**src/rtl/uart_tx_arbiter_if.sv**
```systemverilog
// Producer/transmitter handshake bundle for the UART TX arbiter.
interface uart_tx_arbiter_if #(
  parameter int unsigned N_REQ = 4
) ();

  logic [N_REQ-1:0]   req_valid;
  logic [8*N_REQ-1:0] req_data;
  logic [N_REQ-1:0]   req_ready;
  logic [7:0]         tx_data;
  logic [12:0]        tx_clks_per_bit;
  logic               tx_run_n;
  logic               tx_done;

  // Arbiter side: consumes requests and transmitter status, drives accept and TX controls.
  modport master (
    input  req_valid,
    input  req_data,
    input  tx_done,
    output req_ready,
    output tx_data,
    output tx_clks_per_bit,
    output tx_run_n
  );

  // Producer/transmitter side: the mirror view.
  modport slave (
    output req_valid,
    output req_data,
    output tx_done,
    input  req_ready,
    input  tx_data,
    input  tx_clks_per_bit,
    input  tx_run_n
  );

endinterface

```
**src/rtl/uart_tx_arbiter.sv**
```systemverilog
// Round-robin arbiter sharing one 8N1 UART transmitter between N_REQ byte producers,
// with per-frame watchdog and sticky timeout flag.
module uart_tx_arbiter #(
  parameter int unsigned N_REQ   = 4,
  parameter int unsigned IDW     = 2,
  parameter int unsigned GAP_CYC = 1
) (
  input  logic                  clk,
  input  logic                  rstn,
  uart_tx_arbiter_if.master     bus,
  input  logic [12:0]           cfg_clks_per_bit,
  input  logic                  err_clr,
  output logic                  busy,
  output logic [IDW-1:0]        grant_id,
  output logic                  frame_done,
  output logic                  timeout_err
);

  localparam int unsigned CPB_W = 13;
  localparam int unsigned WD_W  = 17;
  localparam int unsigned GAP_W = 4;

  localparam logic [CPB_W-1:0] CPB_MIN  = CPB_W'(2);
  localparam logic [GAP_W-1:0] GAP_LAST = GAP_W'(GAP_CYC - 1);
  localparam logic [IDW-1:0]   GID_RST  = IDW'(N_REQ - 1);

  typedef enum logic [1:0] {
    IDLE      = 2'd0,
    LAUNCH    = 2'd1,
    WAIT_DONE = 2'd2,
    GAP       = 2'd3
  } state_t;

  state_t state, state_nxt;

  logic [WD_W-1:0]  wd_cnt, wd_cnt_nxt;
  logic [WD_W-1:0]  wd_limit, wd_limit_nxt;
  logic [GAP_W-1:0] gap_cnt, gap_cnt_nxt;

  logic             run_n_nxt;
  logic [N_REQ-1:0] ready_nxt;
  logic [7:0]       data_nxt;
  logic [CPB_W-1:0] cpb_nxt;
  logic [IDW-1:0]   gid_nxt;
  logic             busy_nxt;
  logic             fd_nxt;
  logic             err_nxt;
  logic             timeout_hit;

  logic             any_valid;
  logic [IDW-1:0]   win;
  logic [CPB_W-1:0] cpb_eff;

  // Round-robin pick: first valid requester after the last grant, wrapping.
  always_comb begin
    int unsigned cand;
    cand      = 0;
    win       = grant_id;
    any_valid = |bus.req_valid;
    // Descending scan so the smallest offset is the final (winning) assignment.
    for (int unsigned k = N_REQ; k >= 1; k--) begin
      cand = 32'(grant_id) + k;
      if (cand >= N_REQ) begin
        cand = cand - N_REQ;
      end
      if (bus.req_valid[IDW'(cand)]) begin
        win = IDW'(cand);
      end
    end
  end

  // Divisor clamp: the transmitter needs at least two clocks per bit.
  always_comb begin
    cpb_eff = (cfg_clks_per_bit < CPB_MIN) ? CPB_MIN : cfg_clks_per_bit;
  end

  // Next-state and registered-output values.
  always_comb begin
    state_nxt    = state;
    run_n_nxt    = 1'b1;
    ready_nxt    = '0;
    fd_nxt       = 1'b0;
    data_nxt     = bus.tx_data;
    cpb_nxt      = bus.tx_clks_per_bit;
    gid_nxt      = grant_id;
    wd_limit_nxt = wd_limit;
    wd_cnt_nxt   = wd_cnt;
    gap_cnt_nxt  = gap_cnt;
    timeout_hit  = 1'b0;

    case (state)
      IDLE: begin
        if (any_valid) begin
          state_nxt    = LAUNCH;
          gid_nxt      = win;
          data_nxt     = bus.req_data[{win, 3'b000} +: 8];
          cpb_nxt      = cpb_eff;
          wd_limit_nxt = WD_W'(cpb_eff) * WD_W'(11) + WD_W'(16);
          run_n_nxt    = 1'b0;
          ready_nxt    = N_REQ'(1) << win;
        end
      end
      LAUNCH: begin
        state_nxt  = WAIT_DONE;
        wd_cnt_nxt = '0;
      end
      WAIT_DONE: begin
        if (bus.tx_done) begin
          fd_nxt      = 1'b1;
          state_nxt   = GAP;
          gap_cnt_nxt = '0;
        end else if (wd_cnt == wd_limit) begin
          timeout_hit = 1'b1;
          state_nxt   = GAP;
          gap_cnt_nxt = '0;
        end else begin
          wd_cnt_nxt = wd_cnt + WD_W'(1);
        end
      end
      GAP: begin
        if (gap_cnt == GAP_LAST) begin
          state_nxt = IDLE;
        end else begin
          gap_cnt_nxt = gap_cnt + GAP_W'(1);
        end
      end
      default: begin
        state_nxt = IDLE;
      end
    endcase

    // A timeout in the same cycle as err_clr keeps the flag set.
    if (timeout_hit) begin
      err_nxt = 1'b1;
    end else if (err_clr) begin
      err_nxt = 1'b0;
    end else begin
      err_nxt = timeout_err;
    end

    busy_nxt = (state_nxt != IDLE);
  end

  // FSM state register.
  always_ff @(posedge clk or negedge rstn) begin
    if (!rstn) begin
      state <= IDLE;
    end else begin
      state <= state_nxt;
    end
  end

  // Datapath and output registers.
  always_ff @(posedge clk or negedge rstn) begin
    if (!rstn) begin
      bus.tx_run_n        <= 1'b1;
      bus.req_ready       <= '0;
      bus.tx_data         <= '0;
      bus.tx_clks_per_bit <= CPB_MIN;
      grant_id            <= GID_RST;
      busy                <= 1'b0;
      frame_done          <= 1'b0;
      timeout_err         <= 1'b0;
      wd_cnt              <= '0;
      wd_limit            <= '0;
      gap_cnt             <= '0;
    end else begin
      bus.tx_run_n        <= run_n_nxt;
      bus.req_ready       <= ready_nxt;
      bus.tx_data         <= data_nxt;
      bus.tx_clks_per_bit <= cpb_nxt;
      grant_id            <= gid_nxt;
      busy                <= busy_nxt;
      frame_done          <= fd_nxt;
      timeout_err         <= err_nxt;
      wd_cnt              <= wd_cnt_nxt;
      wd_limit            <= wd_limit_nxt;
      gap_cnt             <= gap_cnt_nxt;
    end
  end

endmodule
```
**src/flat_wrapper.sv**
```systemverilog
// flat-port wrapper written by rule: the top's interface ports become plain ports
module uart_tx_arbiter_flat 
#(
  parameter int unsigned N_REQ   = 4,
  parameter int unsigned IDW     = 2,
  parameter int unsigned GAP_CYC = 1
)
  (clk, rstn, cfg_clks_per_bit, err_clr, busy, grant_id, frame_done, timeout_err, bus_req_valid, bus_req_data, bus_tx_done, bus_req_ready, bus_tx_data, bus_tx_clks_per_bit, bus_tx_run_n);
  uart_tx_arbiter_if #(.N_REQ(N_REQ)) bus_i ();
  input  logic clk;
  input  logic rstn;
  input  logic [12:0] cfg_clks_per_bit;
  input  logic err_clr;
  output logic busy;
  output logic [IDW-1:0] grant_id;
  output logic frame_done;
  output logic timeout_err;
  input wire logic [$bits(bus_i.req_valid)-1:0] bus_req_valid;
  input wire logic [$bits(bus_i.req_data)-1:0] bus_req_data;
  input wire logic [$bits(bus_i.tx_done)-1:0] bus_tx_done;
  output wire logic [$bits(bus_i.req_ready)-1:0] bus_req_ready;
  output wire logic [$bits(bus_i.tx_data)-1:0] bus_tx_data;
  output wire logic [$bits(bus_i.tx_clks_per_bit)-1:0] bus_tx_clks_per_bit;
  output wire logic [$bits(bus_i.tx_run_n)-1:0] bus_tx_run_n;
  assign bus_i.req_valid = bus_req_valid;
  assign bus_i.req_data = bus_req_data;
  assign bus_i.tx_done = bus_tx_done;
  assign bus_req_ready = bus_i.req_ready;
  assign bus_tx_data = bus_i.tx_data;
  assign bus_tx_clks_per_bit = bus_i.tx_clks_per_bit;
  assign bus_tx_run_n = bus_i.tx_run_n;
  uart_tx_arbiter #(.N_REQ(N_REQ), .IDW(IDW), .GAP_CYC(GAP_CYC)) u_core (.clk(clk), .rstn(rstn), .bus(bus_i), .cfg_clks_per_bit(cfg_clks_per_bit), .err_clr(err_clr), .busy(busy), .grant_id(grant_id), .frame_done(frame_done), .timeout_err(timeout_err));
endmodule
```
**config.mk**
```make
export PLATFORM = sky130hd
export DESIGN_NAME = uart_tx_arbiter_flat
export DESIGN_NICKNAME = d
export VERILOG_FILES = /design/src/rtl/uart_tx_arbiter_if.sv /design/src/rtl/uart_tx_arbiter.sv /design/src/flat_wrapper.sv
export SDC_FILE = /design/constraint.sdc
export NUM_CORES = 1
export LEC_CHECK = 0
export BUFFER_PORTS_ARGS = -buffer_cell sky130_fd_sc_hd__buf_4
export CAP_MARGIN = 20
export CORE_MARGIN = 2
export CORE_UTILIZATION = 47
export CTS_BUF_LIST = sky130_fd_sc_hd__clkbuf_4 sky130_fd_sc_hd__clkbuf_8 sky130_fd_sc_hd__clkbuf_16
export DETAILED_ROUTE_END_ITERATION = 12
export PLACE_DENSITY = 0.79
export SLEW_MARGIN = 10
export SYNTH_ARGS = -nofsm -noshare
export SYNTH_HDL_FRONTEND = slang
export SYNTH_SLANG_ARGS = --single-unit
```
**constraint.sdc**
```tcl
create_clock -name clk -period 2.6 [get_ports clk]
set_input_delay 0.13 -clock clk [delete_from_list [all_inputs] [get_ports clk]]
set_output_delay 0.13 -clock clk [all_outputs]
set_load 0.05 [all_outputs]
```
==> run summary, run 1 <==
The number of violations reported at the end of detailed-routing iteration 0 came out at about 180. The kind of cell with the highest combined delay along the critical path is adder cells. In the synthesized netlist the dominant register cell turns out to be dfrtp_1. The length of routed met3 wiring is 466 µm.

The total power per unit cell area is 970 nW/µm². The HPWL reported at the end of detailed placement came out at 8260 µm. The H-tree depth reported by CTS came out at 3. The worst hold path passes through 3 cells. In this run the clock root is driven by a clkbuf_8.

The number of nets produced by synthesis is 610. For this run the aggregate overflow at the end of global routing stands at 0. The worst setup path is of the input pin to register kind. The die boundary height is 105 µm.

The maximum root-to-sink buffer count came out at 2. The leakage power total is 0.00317 µW. The via count of the first global-routing pass came out at about 4,100. For this run, asynchronously set or reset flops after synthesis account for between 90% and 100%. The CTS buffer count came out at 9. The total detailed-routing wirelength is 11,200 µm.

The count of final max-slew check failures is 0. The worst stage delay on the critical path is 580 ps. The worst register-to-register path has a depth of 6.

The number of nets still failing antenna checks after routing is 0. The checks that failed: negative setup slack. The global router's overall resource usage is 20.4%. The portion of synthesized cell area occupied by the leading cell type is 34.1%. The reg-to-reg startpoint is u_core.wd_cnt[7]. IR analysis of the VDD net gives a maximum drop of 609 µV. The number of ports placed on the die boundary came out at 84.

The number of remaining DRC errors came out at 0. The worst setup path is launched from an input pin. The largest net degree at the start of global routing came out at 71.

The horizontal extent of the die is between 100 and 150 µm. The data arrival time of the critical path is around 3200 ps. The number of placed instances, taps included is 734.

Setup repair after global routing could not meet its margin everywhere. TritonCTS built the clock tree. The worst-case headroom to the max-slew limit is 40.8%. After synthesis, the cell types taking the most area are dfrtp_1, ha_1, mux2i_1. The clock period minus final worst setup slack came out at 3020 ps. The total of warnings raised by yosys came out at 0.

The count of endpoints failing setup in the final report is 11. The starting density of the core came out at around 48%. The period utilization is 116%. The post-synthesis cell type count came out at 51.

The fraction of layout cells with a size suffix above 1 came out at 32.9%. The post-synthesis instance area came out at 4840 µm². The type of destination of the critical path is a register.

The min-delay analysis places its worst path in the category input pin to register. The top fanout value on the critical path is 4. The post-layout utilization of the core came out at 62.1%. The startpoint of the lowest-slack hold path is bus_tx_done. The clock reaches the later pin of the worst-skew pair after 360 ps.

Synthesis inferred 70 register bits. The quantity of I/O buffers inserted on ports came out at 83. The number of enable flip-flop cells after synthesis came out at 0. The initial antenna violation count is 0.

The total length of routed met2 wires came out at 5850 µm. STA puts the critical path data required time at between 2000 and 3000 ps. The most numerous cell in the Yosys netlist is nand2_1. The detailed-routing iteration count for the pre-antenna-repair pass came out at 5.

The final number of hold-violating endpoints came out at 0. The setup clock skew after layout is 12.7 ps. The region available for standard cell placement spans 10,100 µm². The synthesized design spends more area on one cell type than any other, namely dfrtp_1.

The critical path contains buffers and inverters numbering 4 combined. Once layout is complete, the cells apart from fillers number 759. The sequential cell area fraction in the yosys report came out at 36.3%. The critical path goes through buf_8 -> nor4_4 -> a31oi_2 -> ha_2 -> inv_2 -> fa_1 -> inv_2 -> fa_2 -> inv_2 -> fa_2 -> nor2b_2 -> o31a_1 -> o21ai_2 -> o21bai_1 -> xnor2_1 -> o21ai_1. The worst hold path terminates at u_core.frame_done. The highest achievable clock rate came out at 0.331 GHz.

The per-instance average area after synthesis is 9.60 µm². The routed length per instance is around 15 µm. The number of standard cells after synthesis is 504. The number of sinks handled by clock tree synthesis came out at 70.

The routability-driven placement congestion ratio is 0.817. Sorting the synthesized cells by how often they occur yields nand2_1, dfrtp_1, ha_1. The slew of the pin with the lowest slew margin is slightly below 900 ps.

The smallest setup slack after layout is -424 ps. The largest individual stage delay along the critical path comes from the cell fa_2. The post-synthesis to final-layout area growth is 30.1%. The flow ran to the end, but the final reports show violations. The fill cell instance count of the final layout came out at around 770. The reg-to-reg setup timing slack came out at 570 ps. The highest metal layer carrying signal wires in the routed design is met4. The endpoint of the worst-slack reg-to-reg timing path is u_core.wd_cnt[6]. The die covers approximately 11,000 µm². The overall via count from detail_route came out at 4,078.

The detailed-routing wirelength on met1 is 4740 µm. The row count is 37. The final net count came out at just over 700.

The detailed-route vias per instance is 5.37. The first global-routing pass estimated 18,600 µm of wire. The final antenna diode count is 0. The reported max-cap violation count is 0. The clock slew at the register clock pins of the worst setup and hold paths came out at 90 ps.

The most prevalent standard cell on the critical path is inv_2.
layer usage:
layer	vias to the layer above	global-route usage (%)
met4	0	6.29
li1	1965	-
met1	1991	25.0
met3	19	3.28
met5	-	0
met2	103	36.6
power by group:
group	switching [µW]	internal, µW
Sequential	315	1500
Combinational	2090	1380
Clock	450	377
kinds of logic after synthesis:
family,after synthesis,synth area share [%]
flip-flops,70,36.3
buffers and inverters,57,5.33
AO/OA/AOI/OAI,88,12.3
XOR/XNOR,29,5.25
multiplexers,42,8.92
adder cells (fa/ha/maj),53,15.3
AND/OR/NAND/NOR,165,16.7
sequential cells by signal (all words and copies together), names as in the netlist, 2 cells and up:
name and flops:
u_core.bus.tx_clks_per_bit 12, u_core.state 2, u_core.bus.req_ready 4, u_core.wd_limit 17, u_core.wd_cnt 17, u_core.grant_id 2, u_core.gap_cnt 4, u_core.bus.tx_data 8
what timing repair did:
item / CTS / global route
pin swaps: 11 / 21
hold endpoints to repair: 67 / 0
buffers inserted: 4 / 2
hold buffers: 2 / 0
resized for setup: 26 / 16
setup endpoints to repair: 10 / 10
through the flow:
| stage | area [µm²] | power [µW] | hold slack, ps | TNS (ps) | setup slack [ps] |
|---|---|---|---|---|---|
| floorplan | 4910 | 4170 | -166 | -2860 | -496 |
| global placement | 5880 | 5020 | 296 | -6200 | -748 |
| detailed placement | 5880 | 5140 | 298 | -7360 | -830 |
| CTS | 6210 | 6060 | 9.58 | -2580 | -375 |
| global route | 6290 | 6500 | 29.3 | -4750 | -540 |
| finish | 6290 | 6110 | 18.9 | -3520 | -424 |
worst max path at each step:
stage / cells after the start / start / endpoint / slack (ps)
after floorplan: 14 / cfg_clks_per_bit[9] / u_core.wd_limit[14] / -500
after global routing: 16 / cfg_clks_per_bit[4] / u_core.wd_limit[16] / -540
after global placement: 15 / cfg_clks_per_bit[9] / u_core.wd_limit[14] / -750
after CTS: 15 / cfg_clks_per_bit[8] / u_core.wd_limit[14] / -380
final: 16 / cfg_clks_per_bit[2] / u_core.wd_limit[11] / -420
after detailed placement: 15 / cfg_clks_per_bit[9] / u_core.wd_limit[14] / -830
tightest hold or removal path: cells and delay by family:
kind / cells / cell delay, ps
simple gates: 1 / 30
buf+inv: 2 / 190
area by class of cell:
type,count,area [µm²],share of cell area [%]
inverter,26,97.6,1.55
multi-input combinational,377,3010,47.8
clock inverter,6,45.0,0.716
sequential,70,1760,27.9
tap,136,170,2.70
timing repair buffer,134,1080,17.1
clock buffer,10,138,2.19
placed cells by master (no fill, tap or decap), types with 3 or more instances in the layout:
cell type	count
buf_4	121
nand2_1	82
dfrtp_1	66
ha_1	39
mux2i_1	33
inv_1	21
xnor2_1	20
o21ai_0	17
nand2b_1	15
nor2_1	13
a21oi_1	10
clkbuf_8	10
a21o_1	9
nand4_1	9
mux2_2	9
xor2_1	8
nand3_1	8
o21ai_2	8
o211ai_1	8
o21ai_1	8
fa_1	8
and3_1	6
buf_6	6
inv_2	5
and2_1	4
nor2b_1	4
buf_8	4
dfstp_2	4
nor4_4	3
nor3_2	3
clkinvlp_4	3
Note: power is estimated with default switching activity, not from simulation.
==> inputs of run 2 (changes only) <==
--- a/config.mk
+++ b/config.mk
@@ -5,13 +5,14 @@
 export SDC_FILE = /design/constraint.sdc
 export NUM_CORES = 1
 export LEC_CHECK = 0
+export ABC_AREA = 1
 export BUFFER_PORTS_ARGS = -buffer_cell sky130_fd_sc_hd__buf_4
 export CAP_MARGIN = 20
 export CORE_MARGIN = 2
 export CORE_UTILIZATION = 47
 export CTS_BUF_LIST = sky130_fd_sc_hd__clkbuf_4 sky130_fd_sc_hd__clkbuf_8 sky130_fd_sc_hd__clkbuf_16
 export DETAILED_ROUTE_END_ITERATION = 12
-export PLACE_DENSITY = 0.79
+export PLACE_DENSITY = 0.78
 export SLEW_MARGIN = 10
 export SYNTH_ARGS = -nofsm -noshare
 export SYNTH_HDL_FRONTEND = slang
==> run summary, run 2 <==
The flow ran to the end, but the final reports show violations. The checks that failed: negative setup slack. The Yosys step of the flow raised 0 warnings.

The count of final max-slew check failures came out at 0. Each instance of the synthesized netlist takes up on average 7.47 µm². The library cells used most frequently in the layout, excluding fill and tap cells, are nand2_1, buf_4, inv_1. The synthesized netlist contains 37 unique library cells.

The reported max-cap violation count came out at 0. In the final layout, flip-flops and latches occupy 1760 µm². The H-tree generated during clock tree synthesis spans 3 levels. Ranked by total cell area, the synthesized netlist is headed by dfrtp_1, nand2_1, ha_1. The fill cell instance count of the final layout is roughly 850.

Dividing the final minimum period by the clock period gives 121%. The leakage power total came out at 0.00372 µW. The number of nets produced by synthesis came out at 802. CTS saw 70 sinks. The total detailed-routing wirelength is 14,400 µm. The quantity of I/O buffers inserted on ports came out at 83. The overall via count from detail_route came out at 5,094.

Clock latency on the worst-skew pair, taken at its later pin, is 370 ps. The global router's overall resource usage is 24.2%. Prior to clock tree synthesis, the placed netlist has a worst setup slack of -891 ps. The number of remaining DRC errors came out at 0. The biggest area contributor in the post-synthesis netlist is dfrtp_1. The highest achievable clock rate came out at 0.317 GHz. The area of the die is 11,900 µm².

The final antenna diode count is 0. The area of all placed cells without fillers is 6830 µm². The tightest min-delay check is of the input pin to register type. The total power per unit cell area is 1030 nW/µm². Clock tree synthesis inserted a total of 9 buffers.

The maximum root-to-sink buffer count came out at 2. The leading cell type in the layout, fill and taps excluded is nand2_1. The maximum VDD drop is 702 µV. The via count of the first global-routing pass is roughly 5,000. The number of nets still failing antenna checks after routing is 0. The count of endpoints failing setup in the final report is 12. The clock period minus final worst setup slack came out at 3150 ps. The HPWL reported at the end of detailed placement came out at 9600 µm. STA classifies the critical path startpoint as an input pin. The clock tree from TritonCTS is built. The post-synthesis to final-layout area growth is 31.5%. In the synthesized netlist the dominant register cell turns out to be dfrtp_1. For this block, the initial DRC count from the detailed router was 343.

The post-synthesis instance area came out at 5200 µm². In this run, synthesis produced a sequential element count of 70. The top fanout value on the critical path came out at 3. The number of enable flip-flop cells after synthesis came out at 0. In the final layout, the share of cells above drive strength 1 is ~28%. At the end of the flow, the number of nets in the layout was 934. The critical path is of the input pin to register type. The detailed-routing iteration count for the pre-antenna-repair pass is 6. The core footprint is 10,800 µm². For the final database, setup skew stands at 12.6 ps. The sequential cell area fraction in the yosys report is 33.8%. The number of standard cells after synthesis is 696.

The routability-driven placement congestion ratio is roughly 0.92. The required time reported for the critical path endpoint is about 2900 ps. The smallest setup slack after layout is -555 ps. In the routed layout, each cell is associated on average with a via count of approximately 5.2. After global routing the overflow that remains totals 0.

The clock slew at the register clock pins of the worst setup and hold paths came out at 80 ps. The number of ports placed on the die boundary came out at 84. Summing all multi-input logic gate instances after layout gives 3090 µm². The starting density of the core came out at around half. The final number of hold-violating endpoints came to 0.

The die boundary height is 109 µm. The routed length per instance is between 10 and 15 µm. The post-layout utilization of the core came out at a little over three fifths. The most common cell in the synthesized netlist is nand2_1. The row count is 38. Final hold analysis gives a worst-case slack of around 38 ps.

The slew of the pin with the lowest slew margin is 895 ps. The wire length of the first global-routing pass is 22,800 µm. The initial antenna violation count came to 0. The portion of synthesized cell area occupied by the leading cell type is 31.8%. CTS placed an instance of clkbuf_8 at the clock tree root. The proportion of synthesized flip-flops having asynchronous set or reset came out at 100%. Entering global routing, the biggest net connects 71 pins.

Setup repair after global routing could not meet its margin everywhere. The worst-case headroom to the max-slew limit came out at 40.4%. The area after detailed placement came out at 6190 µm². At the worst endpoint, the arrival time is 3420 ps. The horizontal extent of the die came out at ~110 µm. The type of destination of the critical path is a register. Ranked by instance count, the synthesized netlist is headed by nand2_1, inv_1, nand3_1. The largest registers in the layout are u_core.wd_cnt (17), u_core.wd_limit (17), u_core.bus.tx_clks_per_bit (12).
run 2: cell count changes in the layout (fill, tap and decap cells not counted), sizes merged, moves of 15 or more:
cell and change:
inv +57, nor2 +34, nand2 +129, mux2i -33
nand2b -15, nand3 +65, buf +26
run 2: stage by stage:
step	TNS, ps	cells	power [µW]
after floorplan	-2230	696	4650
after global placement	-6410	927	5520
after detailed placement	-8580	927	5660
after CTS	-4400	974	6780
after global routing	-6100	973	7490
final	-5110	973	7030
run 2: layout make-up:
class	instances	area share, %
Inverter	86	4.94
Tap cell	140	2.56
Timing Repair Buffer	161	18.3
Sequential cell	70	25.7
Clock inverter	6	1.26
Clock buffer	10	1.92
Multi-Input combinational cell	500	45.2
run 2: metal layers:
layer / global-route usage, % / part of all wire [%]
met1: 27.9 / 39
met2: 43.5 / 53
met3: 4.54 / 5.0
met4: 10.3 / 2.8
met5: 0 / 0
run 2: repair_timing:
action	in CTS	in global routing
endpoints found under the hold margin	68	0
hold buffers	3	0
pin swaps	18	20
setup endpoints to repair	10	14
gates resized for setup	14	31
setup buffers	28	7
run 2: final timing paths:
| path | start | end | slack (ps) | cells after the start |
|---|---|---|---|---|
| min in group asynchronous | rstn | u_core.gap_cnt[2] | 430 | 2 |
| max in group asynchronous | rstn | u_core.wd_limit[4] | 1590 | 2 |
| max | cfg_clks_per_bit[10] | u_core.wd_limit[13] | -550 | 23 |
| min | cfg_clks_per_bit[12] | u_core.bus.tx_clks_per_bit[12] | 40 | 3 |
| max reg2reg | u_core.grant_id[0] | u_core.bus.tx_data[3] | 370 | 13 |
| min reg2reg | u_core.bus.tx_clks_per_bit[5] | u_core.bus.tx_clks_per_bit[5] | 490 | 2 |
run 2: logic make-up (layout without fill, tap and decap cells):
group	Yosys count	after routing	share of synthesized area (%)
adders and majority gates	53	53	14.2
DFF	70	70	33.8
xor gates and xnor gates	39	39	6.57
AOI/OAI and AO/OA	46	46	4.98
and+or+nand+nor	362	362	30.0
buffers and inverters	126	263	10.5
run 2: critical path, stage by stage:
cell	delay, ps
buf_6	70
inv_2	30
nand4_1	140
nor2_2	70
nand4_1	110
nand2_2	80
inv_2	90
ha_4	150
inv_2	40
fa_1	500
inv_2	50
fa_2	580
inv_2	40
fa_2	390
nand3b_1	190
nand2_2	120
a21oi_4	70
o21ai_2	210
nand3_2	100
nand2_1	80
nand2_1	60
nand3_1	60
nand2_1	50
run 2: where the power goes:
group	total, µW	switching, µW	internal [µW]
sequential	1810	312	1500
clock	1010	456	549
combinational	4210	2730	1480
